$ cat src/rtl/bram_burst_reader.sv
// Burst read initiator on a single-port BRAM; returns words as a valid/ready stream with a last flag.
// Define BRAM_RD_PERF_EN to add the perf_busy_cycles / perf_stall_cycles counters.
module bram_burst_reader #(
  parameter int ADDR_WIDTH = 32,
  parameter int DATA_WIDTH = 32,
  parameter int LEN_WIDTH  = 16,
  parameter int RD_LATENCY = 1,
  parameter int FIFO_DEPTH = 4
) (
  input  logic                  clk,
  input  logic                  rst_n,
  input  logic                  cmd_valid,
  output logic                  cmd_ready,
  input  logic [ADDR_WIDTH-1:0] cmd_addr,
  input  logic [LEN_WIDTH-1:0]  cmd_len,
  output logic [ADDR_WIDTH-1:0] bram_addr,
  output logic [DATA_WIDTH-1:0] bram_wdata,
  output logic                  bram_we,
  output logic                  bram_en,
  input  logic [DATA_WIDTH-1:0] bram_rdata,
  output logic                  m_valid,
  input  logic                  m_ready,
  output logic [DATA_WIDTH-1:0] m_data,
  output logic                  m_last,
  output logic                  busy,
  output logic                  done
`ifdef BRAM_RD_PERF_EN
  ,
  output logic [31:0]           perf_busy_cycles,
  output logic [31:0]           perf_stall_cycles
`endif
);

  localparam int BYTES = DATA_WIDTH / 8;
  localparam int PTR_W = $clog2(FIFO_DEPTH);
  localparam int CNT_W = $clog2(FIFO_DEPTH) + 2;

  typedef enum logic [1:0] {IDLE, ISSUE, DRAIN} state_t;
  state_t state_reg, state_next;

  logic [ADDR_WIDTH-1:0] cur_addr_reg;
  logic [LEN_WIDTH-1:0]  remaining_reg;
  logic [RD_LATENCY-1:0] pipe_valid_reg, pipe_last_reg;
  logic [DATA_WIDTH-1:0] fifo_data_mem [FIFO_DEPTH];
  logic                  fifo_last_mem [FIFO_DEPTH];
  logic [PTR_W-1:0]      wr_ptr_reg, rd_ptr_reg;
  logic [CNT_W-1:0]      fifo_count_reg, inflight;
  logic                  done_reg;
  logic                  accept, issue, credit, push, pop, last_issue, last_pop;

  // Reads still travelling through the BRAM latency pipe.
  always_comb begin
    inflight = '0;
    for (int i = 0; i < RD_LATENCY; i++)
      inflight = inflight + CNT_W'(pipe_valid_reg[i]);
  end

  // Every outstanding read has a reserved FIFO slot, so pushes can never overflow.
  assign credit     = (inflight + fifo_count_reg) < CNT_W'(FIFO_DEPTH);
  assign accept     = cmd_valid && cmd_ready;
  assign issue      = bram_en;
  assign last_issue = issue && (remaining_reg == LEN_WIDTH'(1));
  assign push       = pipe_valid_reg[RD_LATENCY-1];
  assign pop        = m_valid && m_ready;
  assign last_pop   = pop && m_last;

  always_ff @(posedge clk or negedge rst_n) begin
    if (!rst_n) state_reg <= IDLE;
    else        state_reg <= state_next;
  end

  always_comb begin
    state_next = state_reg;
    case (state_reg)
      IDLE:    if (accept && (cmd_len != '0)) state_next = ISSUE;
      ISSUE:   if (last_issue) state_next = DRAIN;
      DRAIN:   if (last_pop) state_next = IDLE;
      default: state_next = IDLE;
    endcase
  end

  always_comb begin
    cmd_ready = 1'b0;
    busy      = 1'b0;
    bram_en   = 1'b0;
    case (state_reg)
      IDLE:    cmd_ready = 1'b1;
      ISSUE: begin
        busy    = 1'b1;
        bram_en = credit;
      end
      DRAIN:   busy = 1'b1;
      default: ;
    endcase
  end

  always_ff @(posedge clk or negedge rst_n) begin
    if (!rst_n) begin
      cur_addr_reg   <= '0;
      remaining_reg  <= '0;
      pipe_valid_reg <= '0;
      pipe_last_reg  <= '0;
      wr_ptr_reg     <= '0;
      rd_ptr_reg     <= '0;
      fifo_count_reg <= '0;
      done_reg       <= 1'b0;
    end else begin
      if (accept) begin
        cur_addr_reg  <= cmd_addr;
        remaining_reg <= cmd_len;
      end else if (issue) begin
        cur_addr_reg  <= cur_addr_reg + ADDR_WIDTH'(BYTES);
        remaining_reg <= remaining_reg - LEN_WIDTH'(1);
      end
      for (int i = RD_LATENCY - 1; i > 0; i--) begin
        pipe_valid_reg[i] <= pipe_valid_reg[i-1];
        pipe_last_reg[i]  <= pipe_last_reg[i-1];
      end
      pipe_valid_reg[0] <= issue;
      pipe_last_reg[0]  <= last_issue;
      if (push) wr_ptr_reg <= wr_ptr_reg + PTR_W'(1);
      if (pop)  rd_ptr_reg <= rd_ptr_reg + PTR_W'(1);
      fifo_count_reg <= fifo_count_reg + CNT_W'(push) - CNT_W'(pop);
      done_reg       <= (accept && (cmd_len == '0)) || last_pop;
    end
  end

  always_ff @(posedge clk) begin
    if (push) begin
      fifo_data_mem[wr_ptr_reg] <= bram_rdata;
      fifo_last_mem[wr_ptr_reg] <= pipe_last_reg[RD_LATENCY-1];
    end
  end

  assign bram_addr  = cur_addr_reg;
  assign bram_wdata = '0;
  assign bram_we    = 1'b0;
  assign m_valid    = (fifo_count_reg != '0);
  assign m_data     = m_valid ? fifo_data_mem[rd_ptr_reg] : '0;
  assign m_last     = m_valid && fifo_last_mem[rd_ptr_reg];
  assign done       = done_reg;

`ifdef BRAM_RD_PERF_EN
  always_ff @(posedge clk or negedge rst_n) begin
    if (!rst_n) begin
      perf_busy_cycles  <= '0;
      perf_stall_cycles <= '0;
    end else if (accept) begin
      perf_busy_cycles  <= '0;
      perf_stall_cycles <= '0;
    end else begin
      if (busy && (perf_busy_cycles != '1))
        perf_busy_cycles <= perf_busy_cycles + 32'd1;
      if ((state_reg == ISSUE) && !credit && (perf_stall_cycles != '1))
        perf_stall_cycles <= perf_stall_cycles + 32'd1;
    end
  end
`endif

endmodule

$ cat config.mk
export PLATFORM = sky130hd
export DESIGN_NAME = bram_burst_reader
export DESIGN_NICKNAME = d
export VERILOG_FILES = /design/src/rtl/bram_burst_reader.sv
export SDC_FILE = /design/constraint.sdc
export NUM_CORES = 1
export LEC_CHECK = 0
export BUFFER_PORTS_ARGS = -buffer_cell sky130_fd_sc_hd__buf_2
export CORE_ASPECT_RATIO = 1.75
export CORE_MARGIN = 8
export CORE_UTILIZATION = 25
export CTS_BUF_LIST = sky130_fd_sc_hd__clkbuf_2 sky130_fd_sc_hd__clkbuf_4 sky130_fd_sc_hd__clkbuf_8
export CTS_CLUSTER_SIZE = 12
export DETAILED_ROUTE_END_ITERATION = 8
export PLACE_DENSITY = 0.43
export SYNTH_ARGS = -nofsm -noshare
export SYNTH_HDL_FRONTEND = slang
export SYNTH_SLANG_ARGS = --single-unit
$ cat constraint.sdc
create_clock -name clk -period 5.65 [get_ports clk]
set_input_delay 0.2825 -clock clk [delete_from_list [all_inputs] [get_ports clk]]
set_output_delay 0.2825 -clock clk [all_outputs]
set_load 0.02 [all_outputs]
# Yosys cells after proc, flatten, opt, wreduce, memory -nomap -nowiden
# Memories as Yosys holds them, arrays and structs flattened.
# Cells that the tools add are included.
[classes]
addsub = 6
magnitude_cmp = 1
n_eq_ne = 6
muxes = 14
reduce_logical = 15
[op_table]
columns = ["cell", "n"]
rows = [
  ["$mux W32", 3],
  ["$add A32 B3 Y32 const B", 1],
  ["$mux W16", 2],
  ["$eq A16 B1 Y1 const B", 1],
  ["$logic_not A16 Y1", 1],
  ["$reduce_bool A16 Y1", 1],
  ["$sub A16 B1 Y16 const B", 1],
  ["$logic_and A1 B1 Y1", 7],
  ["$mux W2", 3],
  ["$ne A2 B2 Y1 const B", 3],
  ["$pmux W2 S3", 1],
  ["$mux W1", 5],
  ["$add A2 B1 Y2 const B", 2],
  ["$add A4 B1 Y4", 1],
  ["$lt A4 B3 Y1 const B", 1],
  ["$reduce_bool A4 Y1", 1],
  ["$sub A4 B1 Y4", 1],
  ["$reduce_and A3 Y1", 1],
  ["$eq A2 B1 Y1 const B", 1],
  ["$eq A2 B2 Y1 const B", 1],
  ["$logic_not A2 Y1", 1],
  ["$reduce_bool A2 Y1", 1],
  ["$reduce_or A2 Y1", 1],
  ["$logic_or A1 B1 Y1", 1],
]
[word_totals]
regBits = 61
mem_bits_rw = 132
out_inout_bits = 103
elab_cells = 53
memories = 2
[memory_table]
columns = ["memory", "depth", "width", "rd", "rd_ports_with_merged_regs", "wr", "line", "rtl"]
rows = [
  ["fifo_data_mem", 4, 32, 1, 0, 1, "44", "logic [DATA_WIDTH-1:0] fifo_data_mem [FIFO_DEPTH];"],
  ["fifo_last_mem", 4, 1, 1, 0, 1, "45", "logic fifo_last_mem [FIFO_DEPTH];"],
]

# Depth between registers and ports, before layout
[depth]
ltp_word = 6
depth_mapped = 9
ltp_nobuf = 8

# Worst setup path after synthesis
# OpenSTA, ideal clock, no wires.
[synth_timing]
path_type = "reg-to-reg"
startpoint = "register pipe_valid_reg"
endpoint = "register cur_addr_reg[26], in the netlist bram_addr[26]"
setup_time_ps = 82
arrival_time_ps = 2332
setup_slack_ps = 3236
path_stages_with_launch = 9
path_buffers = 0
synth_period_minus_slack_ps = 2414
cell_sequence = "dfrtp_1 -> ha_1 -> ha_1 -> nor4b_1 -> a41oi_2 -> inv_1 -> nand3_1 -> or4_1 -> a31oi_1"
[synth_via]
elab_chain_cells = 4
[synth_rtl]
columns = ["element", "line", "rtl"]
rows = [
  ["from (decl)", "43", "logic [RD_LATENCY-1:0] pipe_valid_reg, pipe_last_reg;"],
  ["from (signal, indexed assignment)", "116", "pipe_valid_reg[i] <= pipe_valid_reg[i-1];"],
  ["$add A4 B1 Y4", "59", "assign credit = (inflight + fifo_count_reg) < CNT_W'(FIFO_DEPTH);"],
  ["$lt A4 B3 Y1", "59", ""],
  ["$mux W1", "86", "case (state_reg)"],
  ["$reduce_bool A2 Y1 (no source line)", "-", ""],
  ["to (signal assigned)", "109", "cur_addr_reg <= cmd_addr;"],
  ["to (signal assigned)", "112", "cur_addr_reg <= cur_addr_reg + ADDR_WIDTH'(BYTES);"],
  ["to (decl)", "41", "logic [ADDR_WIDTH-1:0] cur_addr_reg;"],
]
# No other way between the ends.
# A chain may end at the register's enable or synchronous reset.

# Final worst setup path
[layout_timing]
startpoint = "register pipe_valid_reg"
endpoint = "output bram_en"
[layout_via]
elab_chain_cells = 3
[layout_rtl]
columns = ["element", "line", "rtl"]
rows = [
  ["$add A4 B1 Y4", "59", ""],
  ["$lt A4 B3 Y1", "59", ""],
  ["$mux W1", "86", ""],
  ["to (decl)", "19", "output logic bram_en,"],
]
# No other way between the ends.

==> out/qor.yml <==
drt:
  drt.antenna.violating_nets: 0
  drt_iter0_markers: 179
  drt_pass_1_iters: 4
  wl_per_cell_um: 17.2
  detail_route.vias_per_cell: 4.34
  drc: 0
  finalWirelength_um: 23100
  via_count: 5839
power_and_ir_drop:
  cellPowerDensity_nw_per_um2: 472
  max-vdd-ir-drop_mv: 0.226
  total_leakage_power_nw: 4.11
clock_tree:
  clock_path_buffers: 2
  clkLatencyLatePin_ns: 0.49
  cts_buffers: 17
  clkTransAtPathRegs_ns: 0.10
  cts_sinks: 193
  cts_tree: "built"
  htreeDepth: 4
  cts_setup_buffers: 0
  clockRootBuffer: "clkbuf_8"
timing:
  slew_headroom_pct: 33.9
  finalWorstSetupSlack_ns: 2.39
  finalSetupViolCount: 0
  drv_slew: 0
  worst-slew-pin-transition_ns: 0.991
  final_period_minus_worst_setup_slack_ns: 3.26
  rsz0062_at_grt: "false"
  skew_ns: 0.0214
  setup-tns-final_ns: 0
  timing_hold_violations_final: 0
  achievable-frequency_mhz: 307
  finalCritPeriodShare_pct: 57.7
setup_path:
  critPathCaptureType: "output port"
  critPathLaunchType: "flip-flop"
  worstSetupPathType: "reg2out"
  worst-endpoint-required_ns: 5.37
  worst-endpoint-arrival_ns: 2.98
  critical_path_peak_fanout: 36
logic_synthesis:
  synth_edf_count: 132
  synth-warning-count: 0
  syn_avg_cell_area_sq_um: 13.6
  syn-instance-count: 653
  yosys.cell_types.count: 50
  synth_area_sq_um: 8850
  number_of_synthesized_register_bits: 193
  synth_seq_area_share_pct: 62.0
  synth-async-reset-ratio_pct: 31.6
  yosys_most_used_dff: "edfxtp_1"
final_layout:
  num-nets-final: 966
  drive_above_1_share_pct: 27.2
  num-fill-cells: 3653
  largest_register_ffs: 128
  area.growth.synth_to_final_pct: 25.1
place:
  port_buffers: 153
  place.gp.congestion: 0.753
  placement.setup.worst_slack_ns: 2.42
  place.detailed.hpwl_um: 15700
min_path:
  hold_path.class: "in2reg"
die:
  io_pins: 187
  die-height_um: 265
  floorplan.die_area_sq_um: 41900
  rows: 91
  initial_utilization_pct: 25.2
  die_width_um: 158
  core_sq_um: 35100
global_route:
  globalRouteOverflowTotal: 0
  grt_start_max_net_pins: 62
  grt.total_usage_pct: 11.4
  grt_first_pass_wirelength_um: 36400
  vias_in_the_first_global_route: 6437
  antenna_violations_before_repair: 1
job:
  timing.max_cap.violations: 0
run_status:
  status: "finished clean"
==> cell usage after synthesis, drive strengths merged, types with 2 or more instances <==
master	instances	share of area [%]
buf	41	3.3
nand3	18	1.0
nor2	22	0.93
mux2i	4	0.45
o31ai	2	0.17
nand2	60	2.5
a41oi	2	0.28
nor4	20	1.4
dfrtp	61	17
nor3	19	1.1
xor2	12	1.2
o21ai	33	1.9
and4	5	0.52
nand3b	2	0.17
or4	5	0.47
mux4	33	8.4
xnor2	32	3.2
inv	21	0.89
nor4b	5	0.57
ha	15	2.1
and2	43	3.0
and3	3	0.21
or3	2	0.14
nand4	10	0.88
a31oi	3	0.21
clkbuf	25	1.1
a21oi	9	0.51
edfxtp	132	45
nand4b	2	0.20
==> report_power, final <==
part / total (mW) / switching [mW] / internal, mW / leakage [nW]
Combinational: 2.13 / 1.26 / 0.871 / 1.98
Sequential: 2.15 / 0.309 / 1.84 / 1.93
Clock: 0.937 / 0.524 / 0.413 / 0.203
==> critical path: stages (launching register included) <==
cell	delay, ns
dfrtp_1	0.46
ha_1	0.28
ha_1	0.26
nor4b_1	0.40
a41oi_2	0.05
buf_4	0.26
inv_1	0.50
buf_2	0.28
==> metal layers <==
metal  routed length (um)  up-vias  global-route usage, %
met5                    0        -                      0
met4                  321        0                   3.63
met3                 1190       15                   2.97
met2                12800      145                   21.5
met1                 8730     2927                   11.9
li1                     -     2752                      -
==> worst paths after layout <==
check	start	slack [ns]	depth (start not counted)	endpoint
setup reg to reg	pipe_valid_reg	2.48	9	bram_addr[26]
hold / removal	cmd_addr[19]	0.05	3	bram_addr[19]
max in group asynchronous	rst_n	4.51	3	rd_ptr_reg[0]
min in group asynchronous	rst_n	0.51	3	bram_addr[2]
setup / recovery	pipe_valid_reg	2.39	7	bram_en
hold reg to reg	bram_addr[0]	0.48	2	bram_addr[0]
==> layout make-up <==
cell class,instances,area (sq um),share of cell area [%]
inverter,21,78.8,0.712
tap,465,582,5.26
clock inverter,13,151,1.37
multi-input combinational,405,3020,27.3
antenna,1,2.50,0.0226
clock buffer,19,249,2.25
timing repair buffer,229,1500,13.5
sequential,193,5490,49.6
==> per-stage QoR <==
step	area (sq um)	instances	util (%)	hold WS, ns	power, mW
after floorplan	8970	685	-	-0.0131	3.60
after global placement	10000	1249	28.6	0.457	4.34
after detailed placement	10000	1249	28.6	0.462	4.34
after CTS	11100	1345	31.6	0.00502	5.35
after global routing	11100	1346	31.6	0.0123	5.60
final	11100	1346	31.6	0.0487	5.22
==> layout by cell type (no fill, tap or decap), drive strengths merged, types with 20 or more instances in the layout <==
| master | count |
|---|---|
| dfrtp | 61 |
| nor2 | 22 |
| o21ai | 33 |
| edfxtp | 132 |
| buf | 165 |
| nor4 | 20 |
| inv | 26 |
| nand2 | 60 |
| and2 | 43 |
| mux4 | 33 |
| conb | 33 |
| dlygate4sd3 | 64 |
| xnor2 | 32 |
==> logic make-up (layout without fill, tap and decap cells) <==
group | after synthesis | in the layout | synth area share [%]
flops | 193 | 193 | 62.0
compound gates | 56 | 56 | 3.72
simple gates | 219 | 219 | 13.5
fa+ha+maj | 15 | 15 | 2.12
mux | 38 | 38 | 8.98
xor+xnor | 44 | 44 | 4.35
buf+inv | 87 | 282 | 5.29
other cells | 1 | 34 | 0.0424
==> timing repair <==
| action | 4_1_cts | 5_1_grt |
|---|---|---|
| resized for setup | 0 | 0 |
| hold endpoints to repair | 214 | 0 |
| hold buffers | 64 | 0 |
Power figures use the tool's default switching activity.
